--- config.mk ---
export PLATFORM = sky130hd
export DESIGN_NAME = merger_run_collector
export DESIGN_NICKNAME = d
export VERILOG_FILES = /design/src/rtl/merger_run_collector.sv
export SDC_FILE = /design/constraint.sdc
export NUM_CORES = 2
export LEC_CHECK = 0
export BUFFER_PORTS_ARGS = -buffer_cell sky130_fd_sc_hd__buf_2
export CORE_MARGIN = 2
export CORE_UTILIZATION = 44
export DETAILED_ROUTE_END_ITERATION = 16
export SLEW_MARGIN = 25
export SYNTH_ARGS = -nofsm -noshare
export SYNTH_HDL_FRONTEND = slang
export SYNTH_SLANG_ARGS = --single-unit
--- constraint.sdc ---
create_clock -name i_clk -period 26 [get_ports i_clk]
set_input_delay 0 -clock i_clk [delete_from_list [all_inputs] [get_ports i_clk]]
set_output_delay 0 -clock i_clk [all_outputs]
set_load 0.03 [all_outputs]
--- src/rtl/merger_run_collector.sv ---
// Root-of-tree sink for a 2-way merger: buffers the write-strobed stream, strips run
// terminators and re-emits runs on valid/ready. Optional key-order checker: RUN_ORDER_CHECK_EN.
module merger_run_collector #(
    parameter int DATA_WIDTH = 128,
    parameter int KEY_WIDTH  = 80,
    parameter int DEPTH      = 16,
    parameter int LEN_WIDTH  = 16
) (
    input  logic                  i_clk,
    input  logic                  i_rst_n,
    input  logic [DATA_WIDTH-1:0] i_data,
    input  logic                  i_write,
    output logic                  o_ready,
    output logic [DATA_WIDTH-1:0] o_data,
    output logic                  o_valid,
    output logic                  o_last,
    input  logic                  i_ready,
    output logic                  o_run_done,
    output logic [LEN_WIDTH-1:0]  o_run_len,
    output logic                  o_overflow,
    output logic                  o_order_err
);
    localparam int AW = $clog2(DEPTH);
    localparam int CW = AW + 1;
    localparam logic [CW-1:0] FULL_C      = CW'(DEPTH);
    localparam logic [CW-1:0] READY_MAX_C = CW'(DEPTH - 2);

    typedef enum logic {ST_EMPTY = 1'b0, ST_HELD = 1'b1} state_e;

    function automatic logic key_decrease(input logic [DATA_WIDTH-1:0] prev,
                                          input logic [DATA_WIDTH-1:0] nxt);
        return nxt[KEY_WIDTH-1:0] < prev[KEY_WIDTH-1:0];
    endfunction

    logic [DATA_WIDTH-1:0] mem_q [DEPTH];
    logic [AW-1:0]         wr_ptr_q, wr_ptr_d, rd_ptr_q, rd_ptr_d;
    logic [CW-1:0]         count_q, count_d;
    state_e                state_q, state_d;
    logic [DATA_WIDTH-1:0] h_q, h_d, out_data_q, out_data_d;
    logic [LEN_WIDTH-1:0]  run_len_q, run_len_d, run_len_out_q, run_len_out_d;
    logic                  out_valid_q, out_valid_d, out_last_q, out_last_d;
    logic                  run_done_q, run_done_d, overflow_q, overflow_d;
    logic                  slot_free_s, pop_s, push_s, head_term_s;
    logic [DATA_WIDTH-1:0] head_s;

    // Next-state logic: FIFO bookkeeping, holding-register FSM and output register
    always_comb begin
        slot_free_s   = ~out_valid_q | i_ready;
        pop_s         = (count_q != {CW{1'b0}}) & ((state_q == ST_EMPTY) | slot_free_s);
        push_s        = i_write & ((count_q != FULL_C) | pop_s);
        head_s        = mem_q[rd_ptr_q];
        head_term_s   = (head_s == {DATA_WIDTH{1'b0}});
        wr_ptr_d      = push_s ? wr_ptr_q + AW'(1) : wr_ptr_q;
        rd_ptr_d      = pop_s  ? rd_ptr_q + AW'(1) : rd_ptr_q;
        state_d       = state_q;
        h_d           = h_q;
        run_len_d     = run_len_q;
        out_data_d    = out_data_q;
        out_last_d    = out_last_q;
        out_valid_d   = slot_free_s ? 1'b0 : out_valid_q;
        run_done_d    = 1'b0;
        run_len_out_d = {LEN_WIDTH{1'b0}};
        overflow_d    = overflow_q | (i_write & (count_q == FULL_C) & ~pop_s);

        case ({push_s, pop_s})
            2'b10:   count_d = count_q + CW'(1);
            2'b01:   count_d = count_q - CW'(1);
            default: count_d = count_q;
        endcase

        if (pop_s) begin
            case (state_q)
                ST_EMPTY: begin
                    if (head_term_s) begin
                        run_done_d = 1'b1;
                    end else begin
                        h_d       = head_s;
                        run_len_d = LEN_WIDTH'(1);
                        state_d   = ST_HELD;
                    end
                end
                ST_HELD: begin
                    out_data_d  = h_q;
                    out_valid_d = 1'b1;
                    if (head_term_s) begin
                        out_last_d    = 1'b1;
                        run_done_d    = 1'b1;
                        run_len_out_d = run_len_q;
                        state_d       = ST_EMPTY;
                    end else begin
                        out_last_d = 1'b0;
                        h_d        = head_s;
                        run_len_d  = (&run_len_q) ? run_len_q : run_len_q + LEN_WIDTH'(1);
                    end
                end
                default: state_d = ST_EMPTY;
            endcase
        end else begin
            state_d = state_q;
        end
    end

    // Control and output state registers
    always_ff @(posedge i_clk or negedge i_rst_n) begin
        if (!i_rst_n) begin
            wr_ptr_q      <= {AW{1'b0}};
            rd_ptr_q      <= {AW{1'b0}};
            count_q       <= {CW{1'b0}};
            state_q       <= ST_EMPTY;
            h_q           <= {DATA_WIDTH{1'b0}};
            run_len_q     <= {LEN_WIDTH{1'b0}};
            out_data_q    <= {DATA_WIDTH{1'b0}};
            out_valid_q   <= 1'b0;
            out_last_q    <= 1'b0;
            run_done_q    <= 1'b0;
            run_len_out_q <= {LEN_WIDTH{1'b0}};
            overflow_q    <= 1'b0;
        end else begin
            wr_ptr_q      <= wr_ptr_d;
            rd_ptr_q      <= rd_ptr_d;
            count_q       <= count_d;
            state_q       <= state_d;
            h_q           <= h_d;
            run_len_q     <= run_len_d;
            out_data_q    <= out_data_d;
            out_valid_q   <= out_valid_d;
            out_last_q    <= out_last_d;
            run_done_q    <= run_done_d;
            run_len_out_q <= run_len_out_d;
            overflow_q    <= overflow_d;
        end
    end

    // FIFO storage; contents are don't-care until the pointers cover them
    always_ff @(posedge i_clk) begin
        if (push_s) begin
            mem_q[wr_ptr_q] <= i_data;
        end
    end

`ifdef RUN_ORDER_CHECK_EN
    logic order_err_q, order_err_d;

    // Sticky key-order violation flag, evaluated on every held pop of a real record
    always_comb begin
        order_err_d = order_err_q;
        if (pop_s && (state_q == ST_HELD) && !head_term_s && key_decrease(h_q, head_s)) begin
            order_err_d = 1'b1;
        end else begin
            order_err_d = order_err_q;
        end
    end

    // Order error register
    always_ff @(posedge i_clk or negedge i_rst_n) begin
        if (!i_rst_n) begin
            order_err_q <= 1'b0;
        end else begin
            order_err_q <= order_err_d;
        end
    end

    assign o_order_err = order_err_q;
`else
    assign o_order_err = 1'b0;
`endif

    // Ready is held low during reset so the merger never sees a stale grant
    assign o_ready    = i_rst_n & (count_q <= READY_MAX_C);
    assign o_data     = out_data_q;
    assign o_valid    = out_valid_q;
    assign o_last     = out_last_q;
    assign o_run_done = run_done_q;
    assign o_run_len  = run_len_out_q;
    assign o_overflow = overflow_q;
endmodule

# Word level (Yosys, flattened, before mapping)

Memories as Yosys holds them, arrays and structs flattened.
Index checks and enable logic that the tools add are counted.

RAM bits: 2,048
ROM bits: 0
Memories kept: 1
Bits in registers: 306
Latch bits: 0

Memories:

| name  | depth | bits a word | read ports | clocked after memory_dff | write ports | line | text |
|---|---|---|---|---|---|---|---|
| mem_q | 16    | 128         | 1          | 0                        | 1           | 35   | `logic [DATA_WIDTH-1:0] mem_q [DEPTH];` |

$lt $le $gt $ge: 1
Divide/modulo/power cells: 0
Add/sub/neg operators: 5
$mul: 0
Muxes and demuxes: 17
Equality and inequality tests: 7
Bitwise operators: 13
Reductions and logical operators: 7
Shift operators: 0

Operators with widths:

| kind                                                                              | number |
|---|---|
| 128-bit zero test                                                                 | 1 |
| 128-bit two-way mux                                                               | 1 |
| 16-bit two-way mux                                                                | 6 |
| 16-bit one-hot mux with 2 select lines                                            | 1 |
| 16-bit by 1-bit adder with 16-bit output (second input constant)                  | 1 |
| 16-bit AND reduction                                                              | 1 |
| 5-bit one-hot mux with 2 select lines                                             | 1 |
| 4-bit by 1-bit adder with 4-bit output (second input constant)                    | 2 |
| 1-bit two-way mux                                                                 | 8 |
| 2-bit inequality test (second input constant)                                     | 3 |
| 5-bit by 1-bit adder with 5-bit output (second input constant)                    | 1 |
| 1-bit AND                                                                         | 5 |
| 5-bit equality test (second input constant)                                       | 1 |
| 5-bit by 4-bit less-or-equal comparator with 1-bit output (second input constant) | 1 |
| 5-bit inequality test (second input constant)                                     | 1 |
| 5-bit nonzero test                                                                | 1 |
| 5-bit by 1-bit subtractor with 5-bit output (second input constant)               | 1 |
| 1-bit NOT                                                                         | 4 |
| 1-bit bitwise OR                                                                  | 4 |
| 2-bit AND reduction                                                               | 2 |
| 4-bit AND reduction                                                               | 1 |
| 2-bit by 1-bit equality test with 1-bit output (second input constant)            | 1 |
| 2-bit equality test (second input constant)                                       | 1 |
| 2-bit nonzero test                                                                | 1 |

# Logic depth before layout (Yosys ltp)

Depth after elaboration: 8
Gate-level depth with buffers: 18
Mapped depth without buffers: 13

# Worst setup path before layout

No wires, ideal clock.

Kind: reg2reg
From: register out_valid_q (netlist: o_valid)
To: memory mem_q[3][0] (enable)
Buffers on the path: 0
Required time: 25.229 ns
Slack: 15.160 ns
Stages on the path, launching flop included: 6
Data arrival time: 10.069 ns
Period minus slack after synthesis: 10.840 ns
Cell sequence: dfrtp_1 > inv_1 > nor3_1 > a31oi_1 > nand2_1 > nor3_1

Cells in the longest elaborated chain, start to end: 8

RTL lines:

| what                                    | line | text |
|---|---|---|
| start, declared                         | 41   | `logic out_valid_q, out_valid_d, out_last_q, out_last_d;` |
| start signal, assigned                  | 126  | `out_valid_q <= out_valid_d;` |
| 1-bit NOT                               | 48   | `slot_free_s = ~out_valid_q \| i_ready;` |
| 1-bit bitwise OR                        | 48   |  |
| 1-bit bitwise OR                        | 49   | `pop_s = (count_q != {CW{1'b0}}) & ((state_q == ST_EMPTY) \| slot_free_s);` |
| 1-bit AND                               | 49   |  |
| 1-bit bitwise OR                        | 50   | `push_s = i_write & ((count_q != FULL_C) \| pop_s);` |
| 1-bit AND                               | 50   |  |
| 1-bit two-way mux                       | 136  | `if (push_s) begin` |
| 1-bit two-way mux (implied by the code) | 137  | `mem_q[wr_ptr_q] <= i_data;` |
| end, declared                           | 35   |  |

No other way between the ends.

# Worst setup path in the final report

From: register rd_ptr_q[1]
To: register h_q[109]

Cells in the longest elaborated chain, start to end: 4

RTL lines:

| what                                 | line | text |
|---|---|---|
| start, declared                      | 36   | `logic [AW-1:0] wr_ptr_q, wr_ptr_d, rd_ptr_q, rd_ptr_d;` |
| start signal, assigned               | 107  | `rd_ptr_q <= {AW{1'b0}};` |
| start signal, assigned               | 120  | `rd_ptr_q <= rd_ptr_d;` |
| memory 16 x 128 bit (*)              | --   |  |
| 128-bit zero test                    | 52   | `head_term_s = (head_s == {DATA_WIDTH{1'b0}});` |
| 1-bit NOT (no source line)           | --   |  |
| 2-bit AND reduction (no source line) | --   |  |
| end signal, assigned                 | 110  | `h_q <= {DATA_WIDTH{1'b0}};` |
| end, declared                        | 39   | `logic [DATA_WIDTH-1:0] h_q, h_d, out_data_q, out_data_d;` |

Every way passes the cells marked *; elsewhere a longest branch is shown, timed or not. The select of a mux whose other input is x is not followed.
A chain may end at the register's enable or synchronous reset.

==> results.json <==
{
  "path_clk_slew_ps": 60,
  "yosysUniqueCellTypes": 72,
  "route.final.wire_length_mm": 237,
  "synth_edf_count": 2048,
  "synthCells": 4474,
  "arrival_ps": 8430,
  "synthFlopType": "edfxtp_1",
  "nNetsFinal": 5107,
  "slew_violations": 0,
  "postSynthAreaPerCell_sq_um": 20.1,
  "final_cell_area_sq_um": 104000,
  "antenna_found_initial": 35,
  "p_leak_nw": 35.4,
  "async_flop_share_pct": 13.0,
  "grt_pass1_vias": 46700,
  "synth_seq_cells": 2354,
  "std_cell_rows": 166,
  "globalplace.congestion": 0.771,
  "setup_viol": 0,
  "grt_max_degree": 117,
  "postCtsSetupRepairBufs": 0,
  "yosysWarningCount": 0,
  "io_buffers": 280,
  "placed_cells": 7288,
  "cp_max_fo": 70,
  "io_pins": 282,
  "cts_tree": "done",
  "cts_buffers": 227,
  "slew_headroom_pct": 27.4,
  "area_delta_synth_final_pct": 15.0,
  "final_cell_mix": "2048 x edfxtp_1, 515 x nand2_1, 469 x mux4_2, 302 x dfrtp_1, 279 x buf_2",
  "cp-end-kind": "register",
  "peakVddDrop_uv": 84.2,
  "outcome": "finished, final reports clean",
  "layout.cells.non_filler": 7860,
  "start_kind": "register",
  "via_per_inst": 5.84,
  "mostFrequentLayoutCell": "edfxtp_1",
  "cap_viol_max_count": 0,
  "ys_seq_area_share_pct": 76.8,
  "final_antenna_net_count": 0,
  "holdCritPathClass": "input port to register",
  "period_share_pct": 29.6,
  "tns_ps": 0,
  "skew_ps": 38.8,
  "fp.coreArea_sq_um": 204000,
  "dpl_cell_area_sq_um": 94700,
  "dp.final_hpwl_mm": 128,
  "clk_latency_ps": 880,
  "required_ps": 26740,
  "die_w_um": 456,
  "final_util_pct": 50.7,
  "ctsLongestPathBuffers": 3,
  "dieArea_sq_um": 208000,
  "fp.dieH_um": 456,
  "timing.rr.start": "rd_ptr_q[1]$_DFFE_PN0P_",
  "power_density_nw_per_um2": 115,
  "postSynthNetCount": 4616,
  "overflow": 0,
  "rsz0062_at_grt": "false",
  "hold_start": "i_data[59]",
  "tightest_slew_ps": 1090,
  "drt_iter0_drc": 4835,
  "clock-sinks": 2354,
  "vias": 45900,
  "grtUsageTotal_pct": 22.7,
  "h-tree-depth": 4,
  "wl_per_cell_um": 30.2,
  "r2r_slack_ps": 18310,
  "fmax_mhz": 130,
  "drc": 0,
  "hold_viol_final": 0,
  "fin_crit_ps": 7690,
  "syn_area_sq_um": 90000,
  "grt_pass1_wl_mm": 341,
  "first_pass_iters": 6,
  "cts_resized": 0,
  "drive_above_1_share_pct": 26.0,
  "critPathKind": "register to register",
  "cp-startpoint": "rd_ptr_q[1]$_DFFE_PN0P_",
  "root_buffer": "clkbuf_16",
  "start_util_pct": 44.1
}
-- where the power goes --
group	switching (mW)	total (mW)	leakage, nW	internal [mW]
Clock	1.41	3.28	3.63	1.87
Combinational	2.23	3.63	9.57	1.40
Sequential	0.292	4.97	22.2	4.68
-- worst paths after layout --
check                      cells past startpoint                     end
setup / recovery                              14    h_q[109]$_DFFE_PN0P_
hold / removal                                 2  mem_q[7][59]$_DFFE_PP_
setup reg to reg                              14    h_q[109]$_DFFE_PN0P_
hold reg to reg                                1    o_overflow$_DFF_PN0_
max in group asynchronous                      5     h_q[59]$_DFFE_PN0P_
min in group asynchronous                      4  o_data[65]$_DFFE_PN0P_
-- cell usage after synthesis, drive strengths merged, types with 7 or more instances --
cell type,n,share of area [%]
mux4,469,12
nor3,16,0.089
xnor2,8,0.078
a221oi,25,0.24
dfrtp,306,8.5
a22o,7,0.068
nand2,516,2.2
buf,152,0.92
a21oi,33,0.18
nor2,57,0.24
o21ai,44,0.24
and3,25,0.17
edfxtp,2048,68
nor2b,14,0.097
o41ai,10,0.097
nor4,24,0.18
a22oi,146,1.2
nand3,20,0.11
nand4,11,0.076
a2bb2oi,7,0.068
o22ai,8,0.056
mux2,128,1.7
inv,14,0.058
mux2i,167,1.9
clkbuf,94,0.39
nand2b,8,0.056
o31ai,11,0.092
a31oi,12,0.083
ha,9,0.13
-- kinds of logic after synthesis --
group	after synthesis	synth area share, %
compound gates	349	2.80
flops	2354	76.8
xor+xnor	9	0.0876
simple gates	726	3.46
buf+inv	261	1.37
mux	764	15.3
fa+ha+maj	10	0.147
other cells	1	0.00417
-- final cells by class --
class / count / area [sq um]
multi-input cells: 1859 / 19800
flip-flops and latches: 2354 / 69200
clock buffers: 304 / 6140
diodes: 6 / 15.0
fillers: 16300 / 100000
well taps: 2688 / 3360
inverters: 15 / 56.3
repair buffers: 508 / 3700
clock inverters: 126 / 1260
-- critical path, stage by stage, from the launching register on --
cell and delay (ps):
dfrtp_4 970, buf_4 790, buf_4 860, mux4_2 420
a22oi_1 220, nand2_1 220, nor4_1 830, o2111ai_1 210
or4_1 690, nor4_4 290, buf_4 710, nor2_4 30
buf_4 340, buf_4 410, mux2_1 400
-- registers in the layout, summed over array words and instances (netlist names) --
name and flops:
o_run_len 16, state_q 1, wr_ptr_q 4, count_q 5, o_valid 1, o_overflow 1
run_len_q 16, o_last 1, o_data 128, mem_q 2048, h_q 128, o_run_done 1
rd_ptr_q 4
-- through the flow --
stage / hold slack (ps) / setup slack (ps) / total power, mW
after floorplan: -296 / 15160 / 7.39
after global placement: 103 / 17980 / 8.65
after detailed placement: 108 / 18110 / 8.70
after CTS: 4.63 / 18110 / 12.0
after global routing: 49.8 / 17920 / 12.3
final: 51.7 / 18310 / 11.9
-- metal layers --
metal  wire length, um  vias up  GRT usage (%)
met4              6450       28           6.49
met3             13800      353           3.59
met2            119000     1503           38.0
li1                  -    19100              -
met1             97400    24900           30.9
met5               170        -              0
-- what timing repair did --
action | in CTS | in global routing
setup endpoints to repair | 0 | 0
hold buffers | 135 | 0
endpoints found under the hold margin | 2189 | 0
No activity file was read; power rests on OpenSTA's default activity.
